===== src/rtl/tex_column_sequencer.sv =====
// tex_column_sequencer
// Per-column controller for the raycaster texture lookup stage. It takes one
// column descriptor from the DDA stage, walks every screen row of the column
// in order, and streams one RGB565 pixel per row to the framebuffer writer.
// Ceiling and floor rows get flat colours. Solid wall cells get a flat wall
// colour. Textured cells (map value 3..5) get one texture-unit request per
// row, and if the texture unit never answers, the row gets an error colour.
//
// Ports
//   pixel_clk_in, rst_in           : clock, asynchronous active-high reset
//   col_valid_in / col_ready_out   : descriptor handshake (ready only in IDLE)
//   wallX_in, draw_start_in,
//   draw_end_in, map_val_in        : column descriptor fields
//   tex_req_out, tex_wallX_out,
//   tex_vcount_out, tex_sel_out    : request to the texture unit
//   tex_pixel_in, tex_valid_in     : texture unit result
//   pixel_out, pixel_row_out,
//   pixel_valid_out, pixel_ready_in: pixel stream with backpressure
//   col_done_out                   : one-cycle pulse after the last row
//   tex_err_out                    : sticky texture-timeout flag
module tex_column_sequencer #(
  parameter int          SCREEN_HEIGHT = 180,
  parameter logic [15:0] CEIL_COLOR    = 16'h4208,
  parameter logic [15:0] FLOOR_COLOR   = 16'h8410,
  parameter logic [15:0] FLAT_COLOR    = 16'hF800,
  parameter int          TEX_TIMEOUT   = 8,
  parameter logic [15:0] ERR_COLOR     = 16'hF81F
) (
  input  logic        pixel_clk_in,
  input  logic        rst_in,
  input  logic        col_valid_in,
  output logic        col_ready_out,
  input  logic [15:0] wallX_in,
  input  logic [7:0]  draw_start_in,
  input  logic [7:0]  draw_end_in,
  input  logic [3:0]  map_val_in,
  output logic        tex_req_out,
  output logic [15:0] tex_wallX_out,
  output logic [7:0]  tex_vcount_out,
  output logic [3:0]  tex_sel_out,
  input  logic [15:0] tex_pixel_in,
  input  logic        tex_valid_in,
  output logic [15:0] pixel_out,
  output logic [7:0]  pixel_row_out,
  output logic        pixel_valid_out,
  input  logic        pixel_ready_in,
  output logic        col_done_out,
  output logic        tex_err_out
);

  localparam logic [7:0] LAST_ROW    = 8'(SCREEN_HEIGHT - 1);
  localparam logic [7:0] TIMEOUT_CNT = 8'(TEX_TIMEOUT);

  typedef enum logic [2:0] {
    IDLE,
    ROW,
    TEX_REQ,
    TEX_WAIT,
    EMIT,
    DONE
  } state_t;

  state_t      state, state_next;
  logic [7:0]  row, row_next;
  logic [15:0] pixel, pixel_next;
  logic [7:0]  wait_cnt, wait_next;
  logic        err_set;

  logic [15:0] wall_x;
  logic [7:0]  draw_start, draw_end;
  logic [3:0]  map_val;
  logic        no_wall;
  logic        tex_err;

  logic        capture;
  logic        textured;
  logic [7:0]  end_clamped;

  // The descriptor is sanitised at capture time. This keeps the per-row
  // classification down to two plain comparisons.
  assign end_clamped = (draw_end_in >= LAST_ROW) ? LAST_ROW : draw_end_in;
  assign capture     = col_valid_in && col_ready_out;
  assign textured    = (map_val >= 4'd3) && (map_val <= 4'd5);

  // State register
  always_ff @(posedge pixel_clk_in or posedge rst_in) begin
    if (rst_in) begin
      state <= IDLE;
    end else begin
      state <= state_next;
    end
  end

  // Row walk and texture wait. The wait counter holds the number of
  // TEX_WAIT cycles spent so far, which includes the current cycle.
  always_comb begin
    state_next      = state;
    row_next        = row;
    pixel_next      = pixel;
    wait_next       = wait_cnt;
    err_set         = 1'b0;
    // col_ready_out is gated by reset so that it stays low while reset is held.
    col_ready_out   = 1'b0;
    tex_req_out     = 1'b0;
    pixel_valid_out = 1'b0;
    col_done_out    = 1'b0;

    case (state)
      IDLE: begin
        col_ready_out = !rst_in;
        if (capture) begin
          row_next   = 8'd0;
          state_next = ROW;
        end
      end
      ROW: begin
        if (row < draw_start) begin
          pixel_next = CEIL_COLOR;
          state_next = EMIT;
        end else if (no_wall || (row > draw_end)) begin
          pixel_next = FLOOR_COLOR;
          state_next = EMIT;
        end else if (textured) begin
          state_next = TEX_REQ;
        end else begin
          pixel_next = FLAT_COLOR;
          state_next = EMIT;
        end
      end
      TEX_REQ: begin
        tex_req_out = 1'b1;
        wait_next   = 8'd1;
        state_next  = TEX_WAIT;
      end
      TEX_WAIT: begin
        if (tex_valid_in) begin
          pixel_next = tex_pixel_in;
          state_next = EMIT;
        end else if (wait_cnt >= TIMEOUT_CNT) begin
          pixel_next = ERR_COLOR;
          err_set    = 1'b1;
          state_next = EMIT;
        end else begin
          wait_next = wait_cnt + 8'd1;
        end
      end
      EMIT: begin
        pixel_valid_out = 1'b1;
        if (pixel_ready_in) begin
          if (row == LAST_ROW) begin
            state_next = DONE;
          end else begin
            row_next   = row + 8'd1;
            state_next = ROW;
          end
        end
      end
      DONE: begin
        col_done_out = 1'b1;
        state_next   = IDLE;
      end
      default: state_next = IDLE;
    endcase
  end

  // Datapath registers. The descriptor is latched only on capture, so it
  // stays constant for the whole column.
  always_ff @(posedge pixel_clk_in or posedge rst_in) begin
    if (rst_in) begin
      row        <= 8'd0;
      pixel      <= 16'd0;
      wait_cnt   <= 8'd0;
      tex_err    <= 1'b0;
      wall_x     <= 16'd0;
      draw_start <= 8'd0;
      draw_end   <= 8'd0;
      map_val    <= 4'd0;
      no_wall    <= 1'b0;
    end else begin
      row      <= row_next;
      pixel    <= pixel_next;
      wait_cnt <= wait_next;
      if (err_set) begin
        tex_err <= 1'b1;
      end
      if (capture) begin
        wall_x     <= wallX_in;
        draw_start <= draw_start_in;
        draw_end   <= end_clamped;
        map_val    <= map_val_in;
        no_wall    <= (draw_start_in > end_clamped);
      end
    end
  end

  assign tex_wallX_out  = wall_x;
  assign tex_vcount_out = row;
  assign tex_sel_out    = map_val;
  assign pixel_out      = pixel;
  assign pixel_row_out  = row;
  assign tex_err_out    = tex_err;

endmodule


===== config.mk =====
export PLATFORM = sky130hd
export DESIGN_NAME = tex_column_sequencer
export DESIGN_NICKNAME = d
export VERILOG_FILES = /design/src/rtl/tex_column_sequencer.sv
export SDC_FILE = /design/constraint.sdc
export NUM_CORES = 1
export LEC_CHECK = 0
export CORE_ASPECT_RATIO = 1.5
export CORE_MARGIN = 1
export CORE_UTILIZATION = 35
export DETAILED_ROUTE_END_ITERATION = 10
export GPL_TIMING_DRIVEN = 0
export MAX_ROUTING_LAYER = met4
export SLEW_MARGIN = 5
export SYNTH_ARGS = -nofsm -noshare
export SYNTH_HDL_FRONTEND = slang
export SYNTH_SLANG_ARGS = --single-unit

===== constraint.sdc =====
create_clock -name pixel_clk_in -period 2.2 [get_ports pixel_clk_in]
set_input_delay 0.22 -clock pixel_clk_in [delete_from_list [all_inputs] [get_ports pixel_clk_in]]
set_output_delay 0.22 -clock pixel_clk_in [all_outputs]
set_load 0.005 [all_outputs]

* Yosys cells after proc, flatten, opt, wreduce, memory -nomap -nowiden
Index checks and enable logic that the tools add are counted. W data, S select, Z words.
Word-level totals: register bits 73, latch bits 0, RAM bits 0, memory bits (read-only) 0, input port bits 57, output and inout bits 57, word-level logic and storage cells 74, memories kept 0
Cells by class: add/subtract/negate cells 2, multiply operators 0, div/mod/pow operators 0, magnitude comparators 7, equal/unequal tests 13, shifts and indexed selects 0, multiplexer cells 30, bitwise gates (word level) 0, reduce and logical (&&, ||, !) cells 12
Operators by type and width (number):
- $mux W16 | 5
- $mux W8 | 6
- $pmux W16 S2 | 1
- $pmux W8 S2 | 2
- $mux W3 | 8
- $add A8 B1 Y8 const B | 2
- $gt A8 B8 Y1 | 2
- $pmux W3 S5 | 1
- $ne A2 B2 Y1 const B | 5
- $reduce_and A3 Y1 | 3
- $eq A8 B8 Y1 const B | 1
- $ge A8 B4 Y1 const B | 1
- $ge A8 B8 Y1 const B | 1
- $lt A8 B8 Y1 | 1
- $mux W1 | 7
- $eq A3 B2 Y1 const B | 2
- $eq A3 B3 Y1 const B | 2
- $reduce_bool A2 Y1 | 3
- $ge A4 B2 Y1 const B | 1
- $le A4 B3 Y1 const B | 1
- $ne A4 B4 Y1 const B | 1
- $reduce_and A4 Y1 | 1
- $eq A3 B1 Y1 const B | 1
- $logic_not A3 Y1 | 1
- other kinds (4) | 5

* Longest topological paths before layout
Gate-level depths: netlist of the first run.
depth in word-level cells 6, depth in mapped cells 11, gate-level depth less buffers 11

* Least setup slack after synthesis of the first run
Ideal clock, no wire load.
path kind reg2reg, start reg row[1], in the netlist pixel_row_out[1], end reg pixel[10], in the netlist pixel_out[10], library setup time 125 ps, arrival 2026 ps, data required time 2075 ps, slack 49 ps, stages on the path, launching flop included 7, cell sequence dfrtp_1 ha_1 a2111o_1 a21oi_4 nor3_2 a21oi_4 mux2_2
Between the ends: word-level cells in the longest chain between the ends 5
RTL lines:
- start, declared | RTL line 64 | logic [7:0] row, row_next;
- start signal, assigned | RTL line 180 | row <= row_next;
- $gt A8 B8 Y1 | RTL line 120 | end else if (no_wall || (row > draw_end)) begin
- $logic_or A1 B1 Y1 | RTL line 120
- $mux W16 | RTL line 120
- $mux W16 | RTL line 117 | if (row < draw_start) begin
- $pmux W16 S2 | RTL line 108 | case (state)
- end signal, assigned | RTL line 181 | pixel <= pixel_next;
- end, declared | RTL line 65 | logic [15:0] pixel, pixel_next;
Several ways; a longest one is shown, not always the timed one. A chain may end at the register's enable or synchronous reset.

* Worst setup path in the final report of the first run
start reg state[1], end out pixel_valid_out
Between the ends: word-level cells in the longest chain between the ends 2
RTL lines:
- start, declared | RTL line 63 | state_t state, state_next;
- start signal, assigned | RTL line 90 | state <= state_next;
- $eq A3 B3 Y1 | RTL line 108
- $mux W1 | RTL line 108
- end, declared | RTL line 45 | output logic pixel_valid_out,
Every way passes these cells.

==> key figures, run 1 <==
Outcome
  • Status: completed

Worst setup path
  • Crit path capture type: output pin
  • Crit-path cells: clkbuf_2 -> nor3b_1 -> clkdlybuf4s50_1
  • Setup CP Type: register to output pin
  • CP max FO: 10
  • FF-to-FF path depth: 7
  • Reg-to-Reg Start: pixel_row_out[1]$_DFFE_PP0P_
  • R2r endpoint: pixel_out[15]$_DFFE_PP0P_
  • Worst Setup Start Kind: register
  • Worst Path Arrival: 1910 ps
  • WP data required: 1980 ps
  • CP max-delay cell: clkdlybuf4s50_1
  • Max stage delay on crit path: 590 ps
  • Worst reg2reg setup slack: 70 ps

Final layout
  • Register area: 1840 um2
  • Leading cell type in the layout, fill and taps excluded: clkdlybuf4s50_1
  • Area of the multi-input gates: 1790 um2
  • Final std cells w/o fill: 706
  • Share of cells above drive strength 1: 0.144
  • ANT cells: 0
  • Most frequent cells in the layout: 109 x clkdlybuf4s50_1, 98 x nand2_1, 65 x dfrtp_1, 36 x o21ai_0, 32 x inv_1
  • Layout Cell Area excl Fill: 5670 um2
  • Filler cells: 993
  • Area growth from synthesis to layout: 50.3%
  • Post-layout net count: 640

Logic synthesis
  • Syn Inst Count: 411
  • Leading area contributor after synthesis: dfrtp_1
  • Synth Cell Area: 3770 um2
  • Register area share after synthesis: 0.484
  • #FFs+latches synth: 73
  • Dominant cells by area after synthesis: dfrtp_1 48%, nand2_1 9.7%, ha_1 8.6%
  • Ys async rst share: 1.00
  • Synth warn: 0
  • Post-Syn Nets: 494
  • Synth Flop Type: dfrtp_1
  • Top cell type's share of synthesized area: 0.484
  • Synth Area per Inst: 9.18 um2
  • Post-synth EDFFs: 0
  • Post-synth cell types: 50

Drt
  • Routed vias: 3342
  • Remaining antenna violation count: 0
  • First-iteration detailed-routing DRC count: 167
  • DRC: 0
  • DR pass1 iterations: 4
  • Via density: 4.73
  • Post-Route WL: 10200 um
  • Wire per inst: 14.4 um

Timing
  • Clock skew: 6.48 ps
  • Worst Max-Slew Pin Slew: 493 ps
  • Post-layout min period: 2130 ps
  • Final setup fails: 0
  • Worst slew margin: 0.670
  • Fin. Hold Viols: 0
  • Final Max Tran Viols: 0
  • Fin crit share: 0.969
  • Hold WS: 248 ps
  • RSZ-0062 raised after global routing: yes
  • Fmax: 0.469 GHz

Power and ir drop
  • PwrDens: 1030 nW/um2
  • Lkg Pwr: 2.63 nW
  • Peak supply drop: 447 uV

Job
  • Max-Cap Viols: 0

Clock network
  • CTS tree: done
  • Worst-Skew Late Latency: 340 ps
  • Clock input transition at the sequential cells of the worst setup and hold paths: 60 ps
  • Clock Sinks: 73
  • CTS Buf Count: 9
  • # hold bufs at CTS: 0
  • Clk buf depth: 2
  • H-tree depth: 3
  • Root buffer cell: clkbuf_16

Global routing
  • Largest net degree at the start of global routing: 54
  • Initial antenna violation count: 0
  • Total track usage: 0.196
  • First-pass GRT wire length: 16200 um
  • Overflow after GRT: 0
  • Vias in the first global route: 3418

Floorplanning
  • I/O pin cnt: 114
  • Starting density of the core: 0.358
  • Chip width: 86.8 um
  • Core Region: 10500 um2
  • DIE HEIGHT: 129 um
  • Std cell rows: 46
  • Die footprint: 11200 um2

Worst hold path
  • Hold/Removal Path Class: input port to async pin

Placement
  • DP HPWL: 7640 um
  • Placed Area: 5110 um2
  • GPL Wtd Cong: 0.811
  • Total placed cells including tap cells: 669
  • # port buffers: 113
area by class of cell:
class                      instances  share of cell area
clock buffer                      10              0.0404
buffer                            21              0.0214
multi-input combinational        284               0.315
tap                              144              0.0318
sequential                        73               0.324
inverter                          33              0.0223
clock inverter                     6              0.0121
timing repair buffer             135               0.233
Yosys cell counts (all sizes together), types with 2 or more instances:
master / count
mux2i: 2
a2bb2oi: 3
o31ai: 2
a211oi: 4
nand4: 7
buf: 10
inv: 33
nor3: 5
nor2: 23
a21o: 2
nand2: 98
nand2b: 4
dfrtp: 73
nand3: 4
clkbuf: 11
nor2b: 9
or3: 2
ha: 26
o21ai: 42
xor2: 7
and3: 3
nor3b: 3
a21oi: 14
mux2: 5
routing by layer:
layer  vias up  global-route usage  routed length, um
met3        23              0.0350                366
met1      1577               0.205               4010
met2        77               0.346               5450
met5         -                   -                  0
li1       1665                   -                  -
met4         0               0.108                351
sequential cells by signal, summed over array words and instances, names as in the netlist:
name / cells
draw_end: 8
pixel_row_out: 8
wait_cnt: 8
no_wall: 1
tex_wallX_out: 16
tex_sel_out: 4
draw_start: 8
state: 3
tex_err_out: 1
pixel_out: 16
power breakdown:
| group | internal, W | leakage [nW] | switching [W] |
|---|---|---|---|
| clock network | 0.000881 | 0.143 | 0.000578 |
| logic | 0.00127 | 1.57 | 0.00104 |
| registers | 0.00179 | 0.914 | 0.000269 |
stage by stage:
step / utilization / setup WS, ps / TNS, ps / power, W
after global placement: 0.483 / -1170 / -99170 / 0.00409
final: 0.538 / 68.0 / 0 / 0.00583
after detailed placement: 0.486 / -897 / -16500 / 0.00417
after global routing: 0.538 / -7.01 / -10.5 / 0.00622
after floorplan: - / 49.0 / 0 / 0.00311
after CTS: 0.529 / -26.7 / -78.8 / 0.00578
logic make-up after synthesis:
kind of cell	share of synthesized area
muxes	0.0202
buffers and inverters	0.0640
and+or+nand+nor	0.200
xor gates and xnor gates	0.0162
DFF	0.484
AOI/OAI and AO/OA	0.129
adders and majority gates	0.0862
critical path: cells and delay by family, from the launching register on:
kind,cells,cell delay [ps]
buffers and inverters,2,800
flip-flops,1,410
AND/OR/NAND/NOR,1,370
how the worst max path moves through the flow:
| stage | from | endpoint | cells past startpoint |
|---|---|---|---|
| after global routing | state[2]$_DFFE_PP0P_ | tex_wallX_out[4]$_DFFE_PP0P_ | 8 |
| final | state[1]$_DFFE_PP0P_ | pixel_valid_out | 3 |
| after detailed placement | draw_end_in[1] | no_wall$_DFFE_PP0P_ | 12 |
| after floorplan | pixel_row_out[1]$_DFFE_PP0P_ | pixel_out[10]$_DFFE_PP0P_ | 6 |
| after CTS | pixel_row_out[1]$_DFFE_PP0P_ | pixel_row_out[7]$_DFFE_PP0P_ | 8 |
| after global placement | rst_in | tex_wallX_out[9]$_DFFE_PP0P_ | 2 |
repair_timing:
item	in CTS	in global routing
setup endpoints to repair	53	51
pin swaps	9	7
gates resized for setup	26	13
setup buffers	12	9
Note: power is estimated with default switching activity, not from simulation.
==> run 2, diff against run 1 <==
--- a/config.mk
+++ b/config.mk
@@ -5,7 +5,6 @@
 export SDC_FILE = /design/constraint.sdc
 export NUM_CORES = 1
 export LEC_CHECK = 0
-export CORE_ASPECT_RATIO = 1.5
 export CORE_MARGIN = 1
 export CORE_UTILIZATION = 35
 export DETAILED_ROUTE_END_ITERATION = 10
==> run 2 against run 1 <==
Effect of this change:
- global-route usage down 0.68 points
- design area shrank 0.38%
- total power is 5.6% lower
- core utilization rose by 0.64 points
- worst hold slack worse by 35 ps
- count of clock-buffer cells in the layout rose by 1
- critical path depth did not move
- flip-flop and latch count is the same
- largest cell class is now multi-input combinational cells
==> key figures, run 2 (synthesis gave the netlist of run 1 again) <==
Outcome
  • Status: completed (unchanged)

Timing
  • Hold WS: 214 ps (was 248 ps)
  • Post-layout min period: 2160 ps (was 2130 ps)
  • Fmax: 0.462 GHz (was 0.469 GHz)
  • Fin crit share: 0.983 (was 0.969)
  • Final Max Tran Viols: 0 (unchanged)
  • Worst slew margin: 0.598 (was 0.670)
  • Clock skew: 11.8 ps (was 6.48 ps)
  • Final WS setup: 37.1 ps (was 68.0 ps)
  • Fin. Hold Viols: 0 (unchanged)
  • RSZ-0062 raised after global routing: yes (unchanged)
  • Final setup fails: 0 (unchanged)
  • Worst Max-Slew Pin Slew: 603 ps (was 493 ps)

Clock network
  • Worst-Skew Late Latency: 350 ps (was 340 ps)
  • Root buffer cell: clkbuf_8 (was clkbuf_16)
  • Clock Sinks: 73 (unchanged)
  • CTS Buf Count: 9 (unchanged)
  • CTS tree: done (unchanged)
  • Clk buf depth: 2 (unchanged)
  • H-tree depth: 3 (unchanged)
  • Clock input transition at the sequential cells of the worst setup and hold paths: 80 ps (was 60 ps)
  • # hold bufs at CTS: 0 (unchanged)

Placement
  • # port buffers: 113 (unchanged)
  • Total placed cells including tap cells: 661 (was 669)
  • Setup WS pre-CTS: -579 ps (was -897 ps)
  • GPL Wtd Cong: 0.757 (was 0.811)
  • DP HPWL: 7240 um (was 7640 um)

Global routing
  • First-pass GRT wire length: 16300 um (was 16200 um)
  • Vias in the first global route: 3270 (was 3418)
  • Initial antenna violation count: 0 (unchanged)
  • Overflow after GRT: 0 (unchanged)
  • Total track usage: 0.190 (was 0.196)
  • Largest net degree at the start of global routing: 57 (was 54)

Power and ir drop
  • Cell internal pwr: 0.00364 W (was 0.00394 W)
  • Clk pwr share: 0.199 (was 0.250)
  • Seq pwr share: 0.374 (was 0.353)
  • Gate power share: 0.428 (was 0.396)
  • Peak supply drop: 430 uV (was 447 uV)
  • Lkg Pwr: 2.59 nW (was 2.63 nW)
  • Net Sw Frac: 0.338 (was 0.324)
  • PwrDens: 974 nW/um2 (was 1030 nW/um2)
  • Pwr Total: 0.00550 W (was 0.00583 W)
  • Sw Pwr: 0.00186 W (was 0.00189 W)

Worst setup path
  • Reg-to-Reg Start: pixel_row_out[1]$_DFFE_PP0P_ (unchanged)
  • Setup CP Type: register to output pin (unchanged)
  • FF-to-FF path depth: 7 (unchanged)
  • CP max-delay cell: clkdlybuf4s50_1 (unchanged)
  • Crit-path cells: clkbuf_1 -> and3b_1 -> clkdlybuf4s50_1 (was clkbuf_2 -> nor3b_1 -> clkdlybuf4s50_1)
  • Max stage delay on crit path: 520 ps (was 590 ps)
  • Crit path capture type: output pin (unchanged)
  • Worst Setup Start Kind: register (unchanged)
  • R2r endpoint: pixel_out[9]$_DFFE_PP0P_ (was pixel_out[15]$_DFFE_PP0P_)
  • CP max FO: 10 (unchanged)
  • Worst Path Arrival: 1940 ps (was 1910 ps)
  • Worst reg2reg setup slack: 60 ps (was 70 ps)
  • WP data required: 1980 ps (about the same)

Drt
  • First-iteration detailed-routing DRC count: 150 (was 167)
  • Via density: 4.83 (was 4.73)
  • Routed vias: 3386 (was 3342)
  • DR pass1 iterations: 4 (unchanged)
  • Wire per inst: 14.4 um (about the same)
  • Remaining antenna violation count: 0 (unchanged)
  • DRC: 0 (unchanged)
  • Post-Route WL: 10100 um (was 10200 um)

Final layout
  • Final std cells w/o fill: 701 (was 706)
  • ANT cells: 0 (unchanged)
  • Share of cells above drive strength 1: 0.158 (was 0.144)
  • Most frequent cells in the layout: 112 x clkdlybuf4s50_1, 98 x nand2_1, 65 x dfrtp_1, 36 x o21ai_0 (was 109 x clkdlybuf4s50_1, 98 x nand2_1, 65 x dfrtp_1, 36 x o21ai_0, 32 x inv_1)
  • Filler cells: 954 (was 993)
  • Post-layout net count: 643 (was 640)
  • Leading cell type in the layout, fill and taps excluded: clkdlybuf4s50_1 (unchanged)
  • Area growth from synthesis to layout: 49.7% (was 50.3%)
  • Final core utilization: 0.545 (was 0.538)

Floorplanning
  • Std cell rows: 37 (was 46)
  • DIE HEIGHT: 106 um (was 129 um)
  • Core Region: 10400 um2 (was 10500 um2)
  • Starting density of the core: 0.364 (was 0.358)
  • Die footprint: 11200 um2 (about the same)
  • I/O pin cnt: 114 (unchanged)
  • Chip width: 106 um (was 86.8 um)

Worst hold path
  • Hold/Removal Path Class: input port to async pin (unchanged)

Job
  • Max-Cap Viols: 0 (unchanged)
==> run 2: stage by stage <==
step                area (um2)  TNS [ps]
CTS                       5510         0
global placement          5070   -104060
finish                    5650         0
floorplan                 3770         0
global route              5650      -156
detailed placement        5110     -3980
==> run 2: worst max path at each step <==
stage	cells past startpoint	start	slack (ps)	endpoint
3_3_place_gp	2	rst_in	-1200	tex_wallX_out[14]$_DFFE_PP0P_
4_1_cts	7	pixel_row_out[1]$_DFFE_PP0P_	3	pixel_out[4]$_DFFE_PP0P_
2_1_floorplan	6	pixel_row_out[1]$_DFFE_PP0P_	50	pixel_out[10]$_DFFE_PP0P_
6_report	3	state[0]$_DFFE_PP0P_	40	col_done_out
5_1_grt	3	state[0]$_DFFE_PP0P_	-70	col_done_out
3_5_place_dp	12	draw_end_in[1]	-580	no_wall$_DFFE_PP0P_
==> run 2: what timing repair did <==
item                                   in CTS  in global routing
resized for setup                          23                 16
pin swaps                                   6                  9
setup endpoints to repair                  23                 47
buffers inserted                           15                 10
endpoints found under the hold margin       0                  0
==> run 2: power by group through the flow <==
stage | sequential [W] | clock, W | combinational (W)
final | 0.00206 | 0.00109 | 0.00235
after global routing | 0.00212 | 0.00119 | 0.00260
after detailed placement | 0.00209 | 0 | 0.00208
after global placement | 0.00208 | 0 | 0.00200
after CTS | 0.00206 | 0.00112 | 0.00226
after floorplan | 0.00206 | 0 | 0.00105
==> run 2: worst max-delay path, delay by kind of cell, from the launching register on <==
kind	cells	cell delay (ps)
buffers and inverters	2	990
DFF	1	350
and+or+nand+nor	1	260
==> run 2: layout make-up <==
class,instances,area (um2),area share
clock buffer,11,141,0.0250
clock inverter,5,62.6,0.0111
buffer,21,119,0.0210
sequential,73,1840,0.325
timing repair buffer,138,1350,0.239
tap,136,170,0.0301
inverter,33,126,0.0224
multi-input combinational,284,1840,0.326
==> run 2: layer usage <==
| layer | global-route usage | vias to the layer above | wire, um |
|---|---|---|---|
| met5 | - | - | 0 |
| met4 | 0.0546 | 0 | 142 |
| met3 | 0.0340 | 15 | 452 |
| met2 | 0.301 | 91 | 4830 |
| met1 | 0.249 | 1617 | 4690 |
| li1 | - | 1663 | - |
==> run 3, diff against run 2 <==
--- a/config.mk
+++ b/config.mk
@@ -10,6 +10,7 @@
 export DETAILED_ROUTE_END_ITERATION = 10
 export GPL_TIMING_DRIVEN = 0
 export MAX_ROUTING_LAYER = met4
+export SETUP_SLACK_MARGIN = 0.05
 export SLEW_MARGIN = 5
 export SYNTH_ARGS = -nofsm -noshare
 export SYNTH_HDL_FRONTEND = slang
==> run 3 against run 2 <==
Effect of this change:
- fmax increased by 1.9%
- die area unchanged
- clock skew decreased by 4.3 ps
- global-route usage about the same
- non-clock buffer count decreased by 2
- core utilization decreased by 0.39 points
- clock power decreased by 14%
- worst hold slack got worse by 1.1 ps
- sequential share of layout area increased by 0.23 points
- critical endpoint is now tex_req_out
==> key figures, run 3 (synthesis gave the netlist of run 1 again) <==
Timing
  • Hold WS: 213 ps (was 214 ps)
  • Final Max Tran Viols: 0 (unchanged)
  • Clock skew: 7.50 ps (was 11.8 ps)
  • Final setup fails: 0 (unchanged)
  • Fmax: 0.471 GHz (was 0.462 GHz)
  • Fin. Hold Viols: 0 (unchanged)
  • RSZ-0062 raised after global routing: yes (unchanged)
  • TNS Setup: 0 ps (unchanged)
  • Worst slew margin: 0.646 (was 0.598)
  • Post-layout min period: 2120 ps (was 2160 ps)
  • Fin crit share: 0.965 (was 0.983)
  • Worst Max-Slew Pin Slew: 529 ps (was 603 ps)

Worst setup path
  • Max stage delay on crit path: 540 ps (was 520 ps)
  • Worst setup path end: tex_req_out (was col_done_out)
  • WP data required: 1980 ps (about the same)
  • Setup CP Type: register to output pin (unchanged)
  • Worst reg2reg setup slack: 80 ps (was 60 ps)
  • Crit-path cells: clkbuf_2 -> nor3b_4 -> clkdlybuf4s50_1 (was clkbuf_1 -> and3b_1 -> clkdlybuf4s50_1)
  • R2r endpoint: pixel_out[15]$_DFFE_PP0P_ (was pixel_out[9]$_DFFE_PP0P_)
  • CP max-delay cell: clkdlybuf4s50_1 (unchanged)
  • Top delay family on crit path: buffers and inverters (unchanged)
  • Worst Setup Start Kind: register (unchanged)
  • Reg-to-Reg Start: pixel_row_out[1]$_DFFE_PP0P_ (unchanged)
  • Crit path buf inv count: 2 (unchanged)
  • Levels on crit path: 3 (unchanged)
  • Crit path from: state[1]$_DFFE_PP0P_ (was state[0]$_DFFE_PP0P_)
  • Worst Path Arrival: 1900 ps (was 1940 ps)
  • Crit path capture type: output pin (unchanged)
  • FF-to-FF path depth: 7 (unchanged)
  • CP max FO: 10 (unchanged)

Final layout
  • Share of cells above drive strength 1: 0.157 (was 0.158)
  • Most frequent cells in the layout: 109 x clkdlybuf4s50_1, 98 x nand2_1, 65 x dfrtp_1, 34 x o21ai_0, 31 x inv_1 (was 112 x clkdlybuf4s50_1, 98 x nand2_1, 65 x dfrtp_1, 36 x o21ai_0)
  • Area growth from synthesis to layout: 48.7% (was 49.7%)
  • Filler cells: 950 (was 954)
  • Final std cells w/o fill: 698 (was 701)
  • Area of the multi-input gates: 1830 um2 (was 1840 um2)
  • ANT cells: 0 (unchanged)
  • Final core utilization: 0.541 (was 0.545)
  • Leading cell type in the layout, fill and taps excluded: clkdlybuf4s50_1 (unchanged)
  • Register area: 1840 um2 (unchanged)
  • Post-layout net count: 641 (was 643)

Drt
  • DRC: 0 (unchanged)
  • Post-Route WL: 10100 um (about the same)
  • Remaining antenna violation count: 0 (unchanged)
  • Wire per inst: 14.5 um (was 14.4 um)
  • DR pass1 iterations: 4 (unchanged)
  • Routed vias: 3319 (was 3386)
  • First-iteration detailed-routing DRC count: 139 (was 150)
  • Via density: 4.76 (was 4.83)

Clock network
  • H-tree depth: 3 (unchanged)
  • Worst-Skew Late Latency: 350 ps (about the same)
  • Root buffer cell: clkbuf_8 (unchanged)
  • CTS tree: done (unchanged)
  • Clk buf depth: 2 (unchanged)
  • Clock Sinks: 73 (unchanged)
  • CTS Buf Count: 9 (unchanged)
  • Clock input transition at the sequential cells of the worst setup and hold paths: 80 ps (about the same)

Outcome
  • Status: completed (unchanged)

Floorplanning
  • Die footprint: 11200 um2 (unchanged)
  • Std cell rows: 37 (unchanged)
  • I/O pin cnt: 114 (unchanged)
  • Chip width: 106 um (unchanged)
  • Starting density of the core: 0.364 (unchanged)
  • Core Region: 10400 um2 (unchanged)
  • DIE HEIGHT: 106 um (unchanged)

Global routing
  • Initial antenna violation count: 0 (unchanged)
  • First-pass GRT wire length: 16000 um (was 16300 um)
  • Overflow after GRT: 0 (unchanged)
  • Vias in the first global route: 3215 (was 3270)
  • Total track usage: 0.190 (about the same)
  • Largest net degree at the start of global routing: 49 (was 57)

Power and ir drop
  • Pwr Total: 0.00531 W (was 0.00550 W)
  • Peak supply drop: 359 uV (was 430 uV)
  • PwrDens: 947 nW/um2 (was 974 nW/um2)
  • Lkg Pwr: 2.63 nW (was 2.59 nW)

Placement
  • Total placed cells including tap cells: 661 (unchanged)
  • DP HPWL: 7070 um (was 7240 um)
  • GPL Wtd Cong: 0.794 (was 0.757)
  • # port buffers: 113 (unchanged)

Job
  • Max-Cap Viols: 0 (unchanged)

Worst hold path
  • Hold/Removal Path Class: input port to register (was input port to async pin)
run 3: worst min-delay path by stage:
stage / depth (start not counted) / slack (ps) / endpoint / startpoint
2_1_floorplan: 1 / 320 / tex_err_out$_DFFE_PP0P_ / tex_valid_in
3_3_place_gp: 2 / 460 / tex_err_out$_DFFE_PP0P_ / tex_err_out$_DFFE_PP0P_
3_5_place_dp: 2 / 460 / tex_err_out$_DFFE_PP0P_ / tex_err_out$_DFFE_PP0P_
4_1_cts: 2 / 250 / wait_cnt[2]$_DFFE_PP0P_ / rst_in
5_1_grt: 3 / 230 / draw_end[3]$_DFFE_PP0P_ / draw_end_in[3]
6_report: 3 / 210 / draw_end[2]$_DFFE_PP0P_ / draw_end_in[2]
run 3: power breakdown:
part | total (W) | leakage (nW) | switching [W] | internal, W
logic | 0.00231 | 1.63 | 0.00103 | 0.00128
registers | 0.00207 | 0.914 | 0.000280 | 0.00179
clock network | 0.000936 | 0.0822 | 0.000505 | 0.000431
total | 0.00531 | 2.63 | 0.00181 | 0.00350
run 3: layout make-up:
| type | count | share of cell area |
|---|---|---|
| tap | 136 | 0.0303 |
| clock inverter | 3 | 0.00312 |
| sequential | 73 | 0.327 |
| inverter | 33 | 0.0225 |
| clock buffer | 12 | 0.0259 |
| timing repair buffer | 136 | 0.242 |
| multi-input combinational | 284 | 0.327 |
| buffer | 21 | 0.0219 |
run 3: metal layers:
layer | track usage | vias to the layer above | part of all wire
met5 | - | - | 0
met4 | 0.0615 | 0 | 0.015
li1 | - | 1667 | -
met3 | 0.0519 | 12 | 0.050
met2 | 0.296 | 88 | 0.47
met1 | 0.238 | 1552 | 0.46
run 3: worst reg2reg max path, delay by kind of cell, from the launching register on:
kind | cells | cell delay, ps
buffers and inverters | 1 | 140
AND/OR/NAND/NOR | 1 | 70
adder cells (fa/ha/maj) | 1 | 230
flip-flops | 1 | 460
multiplexers | 1 | 290
AO/OA/AOI/OAI | 3 | 830
run 3: stage by stage:
stage                     instance area [um2]  worst slack, ps
after floorplan                          3770             70.4
after global placement                   5070            -1220
after detailed placement                 5100             -622
after CTS                                5430             -379
after global routing                     5610             11.8
final                                    5610             77.6
run 3: what timing repair did:
item                       4_1_cts  5_1_grt
resized for setup               19       33
setup endpoints to repair       55       53
pin swaps                        5        9
setup buffers                   10       12
hold buffers                     0        0
